==> config.mk <==
export PLATFORM = sky130hd
export DESIGN_NAME = ws2812b_driver_flat
export DESIGN_NICKNAME = d
export VERILOG_FILES = /design/src/rtl/ws2812b_if.sv /design/src/rtl/ws2812b_driver.sv /design/src/flat_wrapper.sv
export SDC_FILE = /design/constraint.sdc
export NUM_CORES = 1
export LEC_CHECK = 0
export CAP_MARGIN = 20
export CORE_MARGIN = 8
export CORE_UTILIZATION = 45
export DETAILED_ROUTE_END_ITERATION = 8
export MAX_ROUTING_LAYER = met4
export PLACE_DENSITY = 0.74
export SYNTH_ARGS = -nofsm -noshare
export SYNTH_HDL_FRONTEND = slang
export SYNTH_SLANG_ARGS = --single-unit
==> constraint.sdc <==
create_clock -name clk -period 6.7 [get_ports clk]
set_input_delay 1.005 -clock clk [delete_from_list [all_inputs] [get_ports clk]]
set_output_delay 1.005 -clock clk [all_outputs]
set_load 0.01 [all_outputs]
==> src/rtl/ws2812b_if.sv <==
// ws2812b_if: control bundle between the LED ring controller and the WS2812B
// serializer.
//   refresh    : frame request (controller -> driver)
//   led_mask   : NUM_LEDS-bit lit mask, bit i lights pixel i (controller -> driver)
//   intensity  : 8-bit channel value for lit pixels (controller -> driver)
//   busy       : frame (incl. latch) in progress (driver -> controller)
//   frame_done : one-cycle pulse when the latch period ends (driver -> controller)
`timescale 1ns/1ps
interface ws2812b_if #(
  parameter int NUM_LEDS = 12
);
  logic                refresh;
  logic [NUM_LEDS-1:0] led_mask;
  logic [7:0]          intensity;
  logic                busy;
  logic                frame_done;

  modport master (
    output refresh, led_mask, intensity,
    input  busy, frame_done
  );

  modport slave (
    input  refresh, led_mask, intensity,
    output busy, frame_done
  );
endinterface

==> src/rtl/ws2812b_driver.sv <==
// ws2812b_driver: serializes an LED mask / intensity snapshot into the
// single-wire WS2812B protocol for a chain of NUM_LEDS pixels (GRB, MSB first,
// pixel 0 first), followed by a RES_CYCLES low latch.
// Ports:
//   clk      : system clock (40 MHz)
//   res_n    : asynchronous active-low reset
//   ctrl     : ws2812b_if slave modport (refresh, led_mask, intensity in;
//              busy, frame_done out)
//   led_data : WS2812B serial data line
`timescale 1ns/1ps
module ws2812b_driver #(
  parameter int NUM_LEDS   = 12,
  parameter int BIT_CYCLES = 50,
  parameter int T0H_CYCLES = 16,
  parameter int T1H_CYCLES = 32,
  parameter int RES_CYCLES = 12000
) (
  input  logic        clk,
  input  logic        res_n,
  ws2812b_if.slave    ctrl,
  output logic        led_data
);

  localparam int CNT_MAX = (BIT_CYCLES > RES_CYCLES) ? BIT_CYCLES : RES_CYCLES;
  localparam int CNT_W   = $clog2(CNT_MAX + 1);
  localparam int PIX_W   = (NUM_LEDS > 1) ? $clog2(NUM_LEDS) : 1;

  localparam logic [CNT_W-1:0] T0H_END = CNT_W'(T0H_CYCLES - 1);
  localparam logic [CNT_W-1:0] T1H_END = CNT_W'(T1H_CYCLES - 1);
  localparam logic [CNT_W-1:0] BIT_END = CNT_W'(BIT_CYCLES - 1);
  localparam logic [CNT_W-1:0] RES_END = CNT_W'(RES_CYCLES - 1);
  localparam logic [PIX_W-1:0] PIX_LAST  = PIX_W'(NUM_LEDS - 1);
  localparam logic [4:0]       BIT_FIRST = 5'd23;

  typedef enum logic [1:0] {
    S_IDLE,
    S_HIGH,
    S_LOW,
    S_LATCH
  } state_t;

  state_t              state_q, state_d;
  logic [CNT_W-1:0]    cnt_q, cnt_d;
  logic [PIX_W-1:0]    pix_q, pix_d;
  logic [4:0]          bit_q, bit_d;
  logic [NUM_LEDS-1:0] mask_q, mask_d;
  logic [7:0]          int_q, int_d;
  logic                pend_q, pend_d;
  logic                led_q, led_d;
  logic                busy_q, busy_d;
  logic                done_q, done_d;

  logic [23:0]         word;
  logic                cur_bit;
  logic [CNT_W-1:0]    high_end;

  // GRB word for one pixel; all three channels carry the same level.
  function automatic logic [23:0] pixel_word(input logic lit, input logic [7:0] lvl);
    pixel_word = lit ? {lvl, lvl, lvl} : 24'h000000;
  endfunction

  assign word     = pixel_word(mask_q[pix_q], int_q);
  assign cur_bit  = word[bit_q];
  assign high_end = cur_bit ? T1H_END : T0H_END;

  always_ff @(posedge clk or negedge res_n) begin
    if (!res_n) begin
      state_q <= S_IDLE;
      cnt_q   <= '0;
      pix_q   <= '0;
      bit_q   <= '0;
      mask_q  <= '0;
      int_q   <= '0;
      pend_q  <= 1'b0;
      led_q   <= 1'b0;
      busy_q  <= 1'b0;
      done_q  <= 1'b0;
    end else begin
      state_q <= state_d;
      cnt_q   <= cnt_d;
      pix_q   <= pix_d;
      bit_q   <= bit_d;
      mask_q  <= mask_d;
      int_q   <= int_d;
      pend_q  <= pend_d;
      led_q   <= led_d;
      busy_q  <= busy_d;
      done_q  <= done_d;
    end
  end

  always_comb begin
    state_d = state_q;
    cnt_d   = cnt_q;
    pix_d   = pix_q;
    bit_d   = bit_q;
    mask_d  = mask_q;
    int_d   = int_q;
    pend_d  = pend_q;
    led_d   = led_q;
    busy_d  = busy_q;
    done_d  = 1'b0;

    // Requests during a frame collapse into one pending flag.
    if (state_q != S_IDLE && ctrl.refresh) begin
      pend_d = 1'b1;
    end

    case (state_q)
      S_IDLE: begin
        if (ctrl.refresh) begin
          state_d = S_HIGH;
          mask_d  = ctrl.led_mask;
          int_d   = ctrl.intensity;
          pix_d   = '0;
          bit_d   = BIT_FIRST;
          cnt_d   = '0;
          led_d   = 1'b1;
          busy_d  = 1'b1;
        end
      end

      // cnt runs across the whole bit period so LOW ends at a fixed count
      // regardless of the high time chosen for the bit.
      S_HIGH: begin
        cnt_d = cnt_q + CNT_W'(1);
        if (cnt_q == high_end) begin
          state_d = S_LOW;
          led_d   = 1'b0;
        end
      end

      S_LOW: begin
        cnt_d = cnt_q + CNT_W'(1);
        if (cnt_q == BIT_END) begin
          cnt_d = '0;
          if (bit_q != 5'd0) begin
            bit_d   = bit_q - 5'd1;
            state_d = S_HIGH;
            led_d   = 1'b1;
          end else if (pix_q != PIX_LAST) begin
            pix_d   = pix_q + PIX_W'(1);
            bit_d   = BIT_FIRST;
            state_d = S_HIGH;
            led_d   = 1'b1;
          end else begin
            state_d = S_LATCH;
          end
        end
      end

      S_LATCH: begin
        cnt_d = cnt_q + CNT_W'(1);
        if (cnt_q == RES_END) begin
          done_d = 1'b1;
          cnt_d  = '0;
          // A request landing on this very edge is treated as pending too,
          // otherwise it would be dropped on the way back to IDLE.
          if (pend_q || ctrl.refresh) begin
            pend_d  = 1'b0;
            state_d = S_HIGH;
            mask_d  = ctrl.led_mask;
            int_d   = ctrl.intensity;
            pix_d   = '0;
            bit_d   = BIT_FIRST;
            led_d   = 1'b1;
          end else begin
            state_d = S_IDLE;
            busy_d  = 1'b0;
          end
        end
      end

      default: begin
        state_d = S_IDLE;
      end
    endcase
  end

  assign led_data        = led_q;
  assign ctrl.busy       = busy_q;
  assign ctrl.frame_done = done_q;

endmodule
==> src/flat_wrapper.sv <==
// flat-port wrapper written by rule: the top's interface ports become plain ports
module ws2812b_driver_flat 
#(
  parameter int NUM_LEDS   = 12,
  parameter int BIT_CYCLES = 50,
  parameter int T0H_CYCLES = 16,
  parameter int T1H_CYCLES = 32,
  parameter int RES_CYCLES = 12000
)
  (clk, res_n, led_data, ctrl_refresh, ctrl_led_mask, ctrl_intensity, ctrl_busy, ctrl_frame_done);
  ws2812b_if #(.NUM_LEDS(NUM_LEDS)) ctrl_i ();
  input  logic clk;
  input  logic res_n;
  output logic led_data;
  input wire logic [$bits(ctrl_i.refresh)-1:0] ctrl_refresh;
  input wire logic [$bits(ctrl_i.led_mask)-1:0] ctrl_led_mask;
  input wire logic [$bits(ctrl_i.intensity)-1:0] ctrl_intensity;
  output wire logic [$bits(ctrl_i.busy)-1:0] ctrl_busy;
  output wire logic [$bits(ctrl_i.frame_done)-1:0] ctrl_frame_done;
  assign ctrl_i.refresh = ctrl_refresh;
  assign ctrl_i.led_mask = ctrl_led_mask;
  assign ctrl_i.intensity = ctrl_intensity;
  assign ctrl_busy = ctrl_i.busy;
  assign ctrl_frame_done = ctrl_i.frame_done;
  ws2812b_driver #(.NUM_LEDS(NUM_LEDS), .BIT_CYCLES(BIT_CYCLES), .T0H_CYCLES(T0H_CYCLES), .T1H_CYCLES(T1H_CYCLES), .RES_CYCLES(RES_CYCLES)) u_core (.clk(clk), .res_n(res_n), .ctrl(ctrl_i), .led_data(led_data));
endmodule
==> results of run 1 <==
==> layer usage <==
layer | vias to the layer above | GRT usage, %
met5 | - | -
met3 | 5 | 2.54
li1 | 1025 | -
met1 | 1046 | 18.2
met2 | 23 | 20.3
met4 | 0 | 5.81
==> how the worst max path moves through the flow <==
stage	startpoint	end	slack (ns)	depth (start not counted)
3_5_place_dp	ctrl_refresh	u_core.mask_q[7]	3.64	5
4_1_cts	ctrl_refresh	u_core.int_q[4]	3.96	5
6_report	ctrl_refresh	u_core.mask_q[5]	3.96	5
2_1_floorplan	ctrl_refresh	u_core.int_q[0]	4.09	5
3_3_place_gp	ctrl_refresh	u_core.mask_q[3]	3.70	5
5_1_grt	ctrl_refresh	u_core.mask_q[5]	3.80	5
==> synthesized netlist by cell type (all sizes together) (2+ instances only) <==
| cell type | instances |
|---|---|
| nor4 | 7 |
| o2bb2ai | 2 |
| a31o | 3 |
| mux2i | 5 |
| nand2 | 23 |
| nor2 | 16 |
| or2 | 3 |
| or4b | 2 |
| nand2b | 5 |
| or3 | 2 |
| dfrtp | 49 |
| buf | 5 |
| a21oi | 11 |
| nor2b | 2 |
| o32ai | 3 |
| clkbuf | 7 |
| nand4 | 6 |
| o21ai | 9 |
| and3 | 3 |
| a31oi | 6 |
| mux4 | 4 |
| a22o | 2 |
| or4 | 4 |
| mux2 | 25 |
| nand3 | 13 |
| o21a | 2 |
| ha | 4 |
| inv | 11 |
| a21boi | 3 |
| nor3 | 3 |
| nand4b | 2 |
| o211ai | 4 |
==> power by group through the flow <==
stage	Combinational, W	Sequential (W)	Clock [W]
5_1_grt	0.0000446	0.000316	0.000194
3_5_place_dp	0.0000398	0.000320	0
4_1_cts	0.0000400	0.000314	0.000183
6_report	0.0000406	0.000314	0.000177
3_3_place_gp	0.0000385	0.000320	0
2_1_floorplan	0.0000205	0.000316	0
==> area by class of cell <==
cell class	instances	area [µm²]	share of cell area, %
flip-flops and latches	49	1230	38.5
multi-input cells	189	1450	45.4
clock inverters	3	22.5	0.707
repair buffers	28	288	9.03
clock buffers	5	68.8	2.16
well taps	75	93.8	2.95
inverters	11	41.3	1.30
==> per-stage QoR <==
| step | hold slack [ns] | setup slack (ns) |
|---|---|---|
| final | 0.510 | 3.96 |
| after global routing | 0.535 | 3.80 |
| after CTS | 0.513 | 3.96 |
| after detailed placement | 0.491 | 3.64 |
| after global placement | 0.482 | 3.70 |
| after floorplan | 0.474 | 4.09 |
==> cells by family after synthesis <==
kind of cell,count (synthesis),share of synthesized area (%)
simple gates,96,19.1
compound gates,54,15.3
fa+ha+maj,4,1.81
xor+xnor,1,0.317
flops,49,44.3
mux,34,15.7
buf+inv,23,3.53
==> sequential cells by signal, summed over array words and instances (netlist names) <==
signal / cells
u_core.bit_q: 5
u_core.ctrl.busy: 1
u_core.ctrl.frame_done: 1
u_core.pend_q: 1
u_core.mask_q: 12
u_core.int_q: 8
u_core.led_data: 1
u_core.pix_q: 4
u_core.cnt_q: 14
u_core.state_q: 2
==> worst max-delay path: cells and delay by family <==
| family | cells | cell delay [ns] |
|---|---|---|
| multiplexers | 1 | 0.30 |
| AO/OA/AOI/OAI | 1 | 0.04 |
| AND/OR/NAND/NOR | 1 | 0.67 |
| buffers and inverters | 2 | 0.91 |
==> flow_metrics.py, run 1 <==
metrics = {
    "die": {
        "die_y_um": 94.4,
        "coreArea_um2": 5920,
        "io_pins": 26,
        "die_x_um": 94.4,
        "dieArea_um2": 8910,
        "initial_core_util_pct": 46.7,
        "core.rowCount": 28,
    },
    "setup_path": {
        "required_ns": 6.90,
        "reg2regPathDepth": 7,
        "cp-end-kind": "flip-flop",
        "r2r_setup_slack_ns": 4.11,
        "r2r-start": "u_core.bit_q[0]",
        "crit_chain": "clkdlybuf4s50_1, nor3b_1, a21oi_2, buf_4, mux2_2",
        "r2r-end": "u_core.pix_q[2]",
        "crit_type": "in -> reg",
        "critPathMaxFanout": 25,
        "cp_slowest_cell": "nor3b_1",
        "max_stage_delay_ns": 0.67,
        "critPathArrivalTime_ns": 2.94,
        "start_kind": "input port",
    },
    "hold_path": {
        "hold_depth": 1,
        "worstHoldStart": "u_core.led_data",
        "min_path_type": "reg -> reg",
        "holdPathEnd": "u_core.led_data",
    },
    "clock_tree": {
        "clockBufferDepth": 2,
        "post_cts_buffers": 0,
        "cts_tree": "done",
        "worstSkewPairLatency_ns": 0.31,
        "clkSinkCount": 49,
        "cts_hold_buf": 0,
        "clk_pin_slew_ns": 0.09,
        "cts_htree_levels": 2,
        "root_buffer": "clkbuf_8",
        "cts_buffers": 5,
        "ctsResizeCount": 0,
    },
    "status": {
        "status": "finished, final reports clean",
    },
    "cells_and_area": {
        "diodes": 0,
        "final_util_pct": 53.8,
        "final_area_um2": 3190,
        "fillers": 537,
        "drive_above_1_share_pct": 19.3,
        "nNetsFinal": 311,
        "mostFrequentLayoutCells": "dfrtp_1, clkdlybuf4s50_1, nand2_1",
        "layout_commonest_cell": "dfrtp_1",
        "final_cells": 360,
        "area_growth_pct": 15.2,
    },
    "timing": {
        "skew_ns": 0.00747,
        "setup_viol": 0,
        "worst_pin_slew_ns": 0.756,
        "relSlewSlack_pct": 49.5,
        "max_freq_mhz": 365,
        "fin_crit_sh_pct": 40.9,
        "finalSetupTns_ns": 0,
        "min_period_ns": 2.74,
        "rsz0062_at_grt": "no",
        "report.final.slew_viol_count": 0,
        "hold_violations": 0,
    },
    "logic_synthesis": {
        "yosysSeqAreaShare_pct": 44.3,
        "ys.flop_type": "dfrtp_1",
        "post-synth-top-area-cell": "dfrtp_1",
        "yosysWarnings": 0,
        "synthTopCellsByArea": "dfrtp_1, mux2_2, mux4_2, nand2_1, nand3_1",
        "synth.distinct_cells": 57,
        "synthesis.nets": 288,
        "syn_inst": 261,
        "synth-edff-count": 0,
        "syn_area_um2": 2770,
        "yosysTopAreaCellShare_pct": 44.3,
        "ys_async_sr_fraction_pct": 100,
        "postSynthAreaPerCell_um2": 10.6,
        "synth_seq_cells": 49,
    },
    "route": {
        "avgViaCountPerCell": 5.83,
        "wirelength_um": 5660,
        "first_iter_violations": 116,
        "dr.pass1.iters": 4,
        "vias": 2099,
        "dr_wl_met2_um": 2740,
        "drc": 0,
        "wl_met3_um": 128,
        "met1_length_um": 2710,
        "routedWlPerCell_um": 15.7,
        "highest_layer": "met4",
        "antenna_left": 0,
    },
    "placed_design": {
        "portBuffers": 25,
        "place.gp.congestion": 0.840,
        "place_area_um2": 3060,
        "dpl.hpwl_um": 4150,
        "dp.cells": 350,
    },
    "power": {
        "p_per_area_nw_per_um2": 167,
        "seq_power_share_pct": 59.1,
        "peakVddDrop_uv": 88.6,
        "p_int_w": 0.000404,
        "p_clk_share_pct": 33.3,
        "total_power_w": 0.000532,
        "power_frac_comb_pct": 7.6,
        "p_switching_w": 0.000128,
        "p_leak_nw": 1.36,
        "sw_frac_of_total_pct": 24.0,
    },
    "grt": {
        "grt_pass1_wl_um": 9550,
        "grt_pass1_vias": 2044,
        "grt_overflow": 0,
        "grt_use_total_pct": 13.8,
        "grt_max_degree": 50,
        "grt_antenna_before_repair": 0,
    },
    "job": {
        "maxCapViolCount": 0,
    },
}
Note: power is estimated with default switching activity, not from simulation.
==> run 2, diff against run 1 <==
--- a/config.mk
+++ b/config.mk
@@ -10,7 +10,7 @@
 export CORE_UTILIZATION = 45
 export DETAILED_ROUTE_END_ITERATION = 8
 export MAX_ROUTING_LAYER = met4
-export PLACE_DENSITY = 0.74
+export PLACE_DENSITY = 0.77
 export SYNTH_ARGS = -nofsm -noshare
 export SYNTH_HDL_FRONTEND = slang
 export SYNTH_SLANG_ARGS = --single-unit
==> constraint.sdc (replaced) <==
create_clock -name clk -period 2.5 [get_ports clk]
set_input_delay 0.375 -clock clk [delete_from_list [all_inputs] [get_ports clk]]
set_output_delay 0.375 -clock clk [all_outputs]
set_load 0.01 [all_outputs]
==> run 2 against run 1 <==
Effect of this change: via count increased by 6.2%; total power grew to 2.9 times the previous value; die area stayed put; critical path depth is 2 higher; sequential cell count unchanged; count of clock-buffer cells in the layout up 1; clock skew down 0.0025 ns; routed wire length up 8.4%; final cell count is 5.8% higher; non-clock buffer count up 21; combinational power rose to 3.1 times the previous value; first-iteration DRC count increased by 90%; critical path type is now reg -> reg.
==> flow_metrics.py, run 2 (same netlist as run 1, synthesis figures left out) <==
metrics = {
    "clock_tree": {
        "cts_buffers": 5,
        "cts_htree_levels": 2,
        "post_cts_buffers": 0,
        "ctsResizeCount": 0,
        "cts_tree": "done",
        "root_buffer": "clkbuf_8",
        "clk_pin_slew_ns": 0.09,
        "clkSinkCount": 49,
        "cts_hold_buf": 0,
        "worstSkewPairLatency_ns": 0.31,
        "clockBufferDepth": 2,
    },
    "grt": {
        "grt_overflow": 0,
        "use_met3_pct": 2.78,
        "grtUsageMet1_pct": 18.0,
        "grt_max_degree": 50,
        "grt_pass1_wl_um": 10700,
        "top_usage_layer": "met2",
        "grt_antenna_before_repair": 0,
        "met2_usage_pct": 25.2,
        "grt_use_total_pct": 15.4,
        "grt_pass1_vias": 2302,
    },
    "die": {
        "die_y_um": 94.4,
        "die_x_um": 94.4,
        "io_pins": 26,
        "dieArea_um2": 8910,
        "core.rowCount": 28,
        "initial_core_util_pct": 46.7,
        "coreArea_um2": 5920,
    },
    "status": {
        "status": "finished, final reports clean",
    },
    "job": {
        "maxCapViolCount": 0,
    },
    "power": {
        "p_per_area_nw_per_um2": 454,
        "p_switching_w": 0.000337,
        "seq_power_share_pct": 54.6,
        "p_clk_share_pct": 37.1,
        "power_frac_comb_pct": 8.3,
        "peakVddDrop_uv": 231,
        "p_int_w": 0.00119,
        "p_leak_nw": 1.46,
        "sw_frac_of_total_pct": 22.0,
    },
    "setup_path": {
        "critPathArrivalTime_ns": 2.59,
        "critPathMaxFanout": 5,
        "start_kind": "flip-flop",
        "required_ns": 2.70,
        "r2r_setup_slack_ns": 0.11,
        "r2r-end": "u_core.bit_q[2]",
        "reg2regPathDepth": 7,
        "crit_type": "reg -> reg",
        "cp-end-kind": "flip-flop",
        "r2r-start": "u_core.bit_q[1]",
    },
    "cells_and_area": {
        "diodes": 0,
        "drive_above_1_share_pct": 24.8,
        "reg_top3": "u_core.cnt_q x14, u_core.mask_q x12, u_core.int_q x8",
        "layout_commonest_cell": "dfrtp_1",
        "final_cells": 381,
        "mostFrequentLayoutCells": "dfrtp_1, clkdlybuf4s50_1, nand2_1, buf_4, mux2_2",
        "nNetsFinal": 332,
        "final_util_pct": 56.8,
        "area_growth_pct": 21.6,
        "regMostFlops": "u_core.cnt_q",
        "largest_register_ffs": 14,
    },
    "route": {
        "dr.pass1.iters": 5,
        "vias": 2229,
        "antenna_left": 0,
        "avgViaCountPerCell": 5.85,
        "wirelength_um": 6130,
        "first_iter_violations": 220,
        "drc": 0,
        "routedWlPerCell_um": 16.1,
    },
    "timing": {
        "worst_pin_slew_ns": 0.593,
        "min_period_ns": 2.39,
        "hold_violations": 0,
        "setup_viol": 0,
        "relSlewSlack_pct": 60.1,
        "fin_crit_sh_pct": 95.5,
        "skew_ns": 0.00494,
        "timing.hold.ws_ns": 0.152,
        "finalSetupTns_ns": 0,
        "max_freq_mhz": 419,
        "report.final.slew_viol_count": 0,
        "rsz0062_at_grt": "no",
    },
    "hold_path": {
        "min_path_type": "in -> async",
    },
    "placed_design": {
        "place.gp.congestion": 0.864,
        "portBuffers": 25,
        "dp.cells": 373,
        "dpl.hpwl_um": 4590,
    },
}
-- run 2: cell types whose count changed in the layout (fill, tap and decap cells not counted) --
cell	previous run	this run
buf_4	1	23
buf_8	1	0
bufinv_16	0	1
clkbuf_1	0	1
clkinv_2	1	0
clkinv_4	2	1
o311ai_1	1	0
o311ai_2	0	1
-- run 2: how the worst max path moves through the flow --
stage,depth (start not counted),from,slack [ns],endpoint
global placement,5,u_core.cnt_q[13],0.13,u_core.bit_q[1]
finish,7,u_core.bit_q[1],0.11,u_core.bit_q[2]
detailed placement,7,u_core.bit_q[1],0.10,u_core.pix_q[2]
floorplan,8,u_core.bit_q[0],0.15,u_core.pix_q[2]
global route,7,u_core.bit_q[1],0.01,u_core.pix_q[2]
CTS,7,u_core.bit_q[1],0.09,u_core.pix_q[2]
-- run 2: worst max-delay path: stages (launching register included) --
cell and delay, ns:
dfrtp_1 0.39, inv_1 0.08, ha_1 0.25, or4b_1 0.54, nand3b_1 0.30, and3_1 0.23, a22oi_2 0.18, mux2_4 0.31
-- run 2: power by group through the flow --
stage	Sequential (W)	Clock (W)	Combinational, W
floorplan	0.000847	0	0.0000550
global placement	0.000848	0	0.000124
detailed placement	0.000849	0	0.000129
CTS	0.000834	0.000579	0.000129
global route	0.000838	0.000611	0.000140
finish	0.000834	0.000568	0.000127
-- run 2: stage by stage --
stage	instance area (µm²)	worst slack (ns)	total power, W
after global placement	3240	0.133	0.000972
after floorplan	2770	0.148	0.000902
after detailed placement	3240	0.103	0.000978
final	3360	0.113	0.00153
after global routing	3360	0.0140	0.00159
after CTS	3360	0.0877	0.00154
-- run 2: metal layers --
layer | up-vias | part of all wire [%]
met4 | 0 | 2.2
met5 | - | 0
met3 | 13 | 4.5
met2 | 58 | 51
met1 | 1092 | 42
li1 | 1066 | -
-- run 2: area by class of cell --
class,instances,area (µm²)
timing repair buffer,49,438
clock buffer,6,72.6
tap,75,93.8
fill,502,2560
inverter,11,41.3
sequential,49,1230
multi-input combinational,189,1450
clock inverter,2,38.8
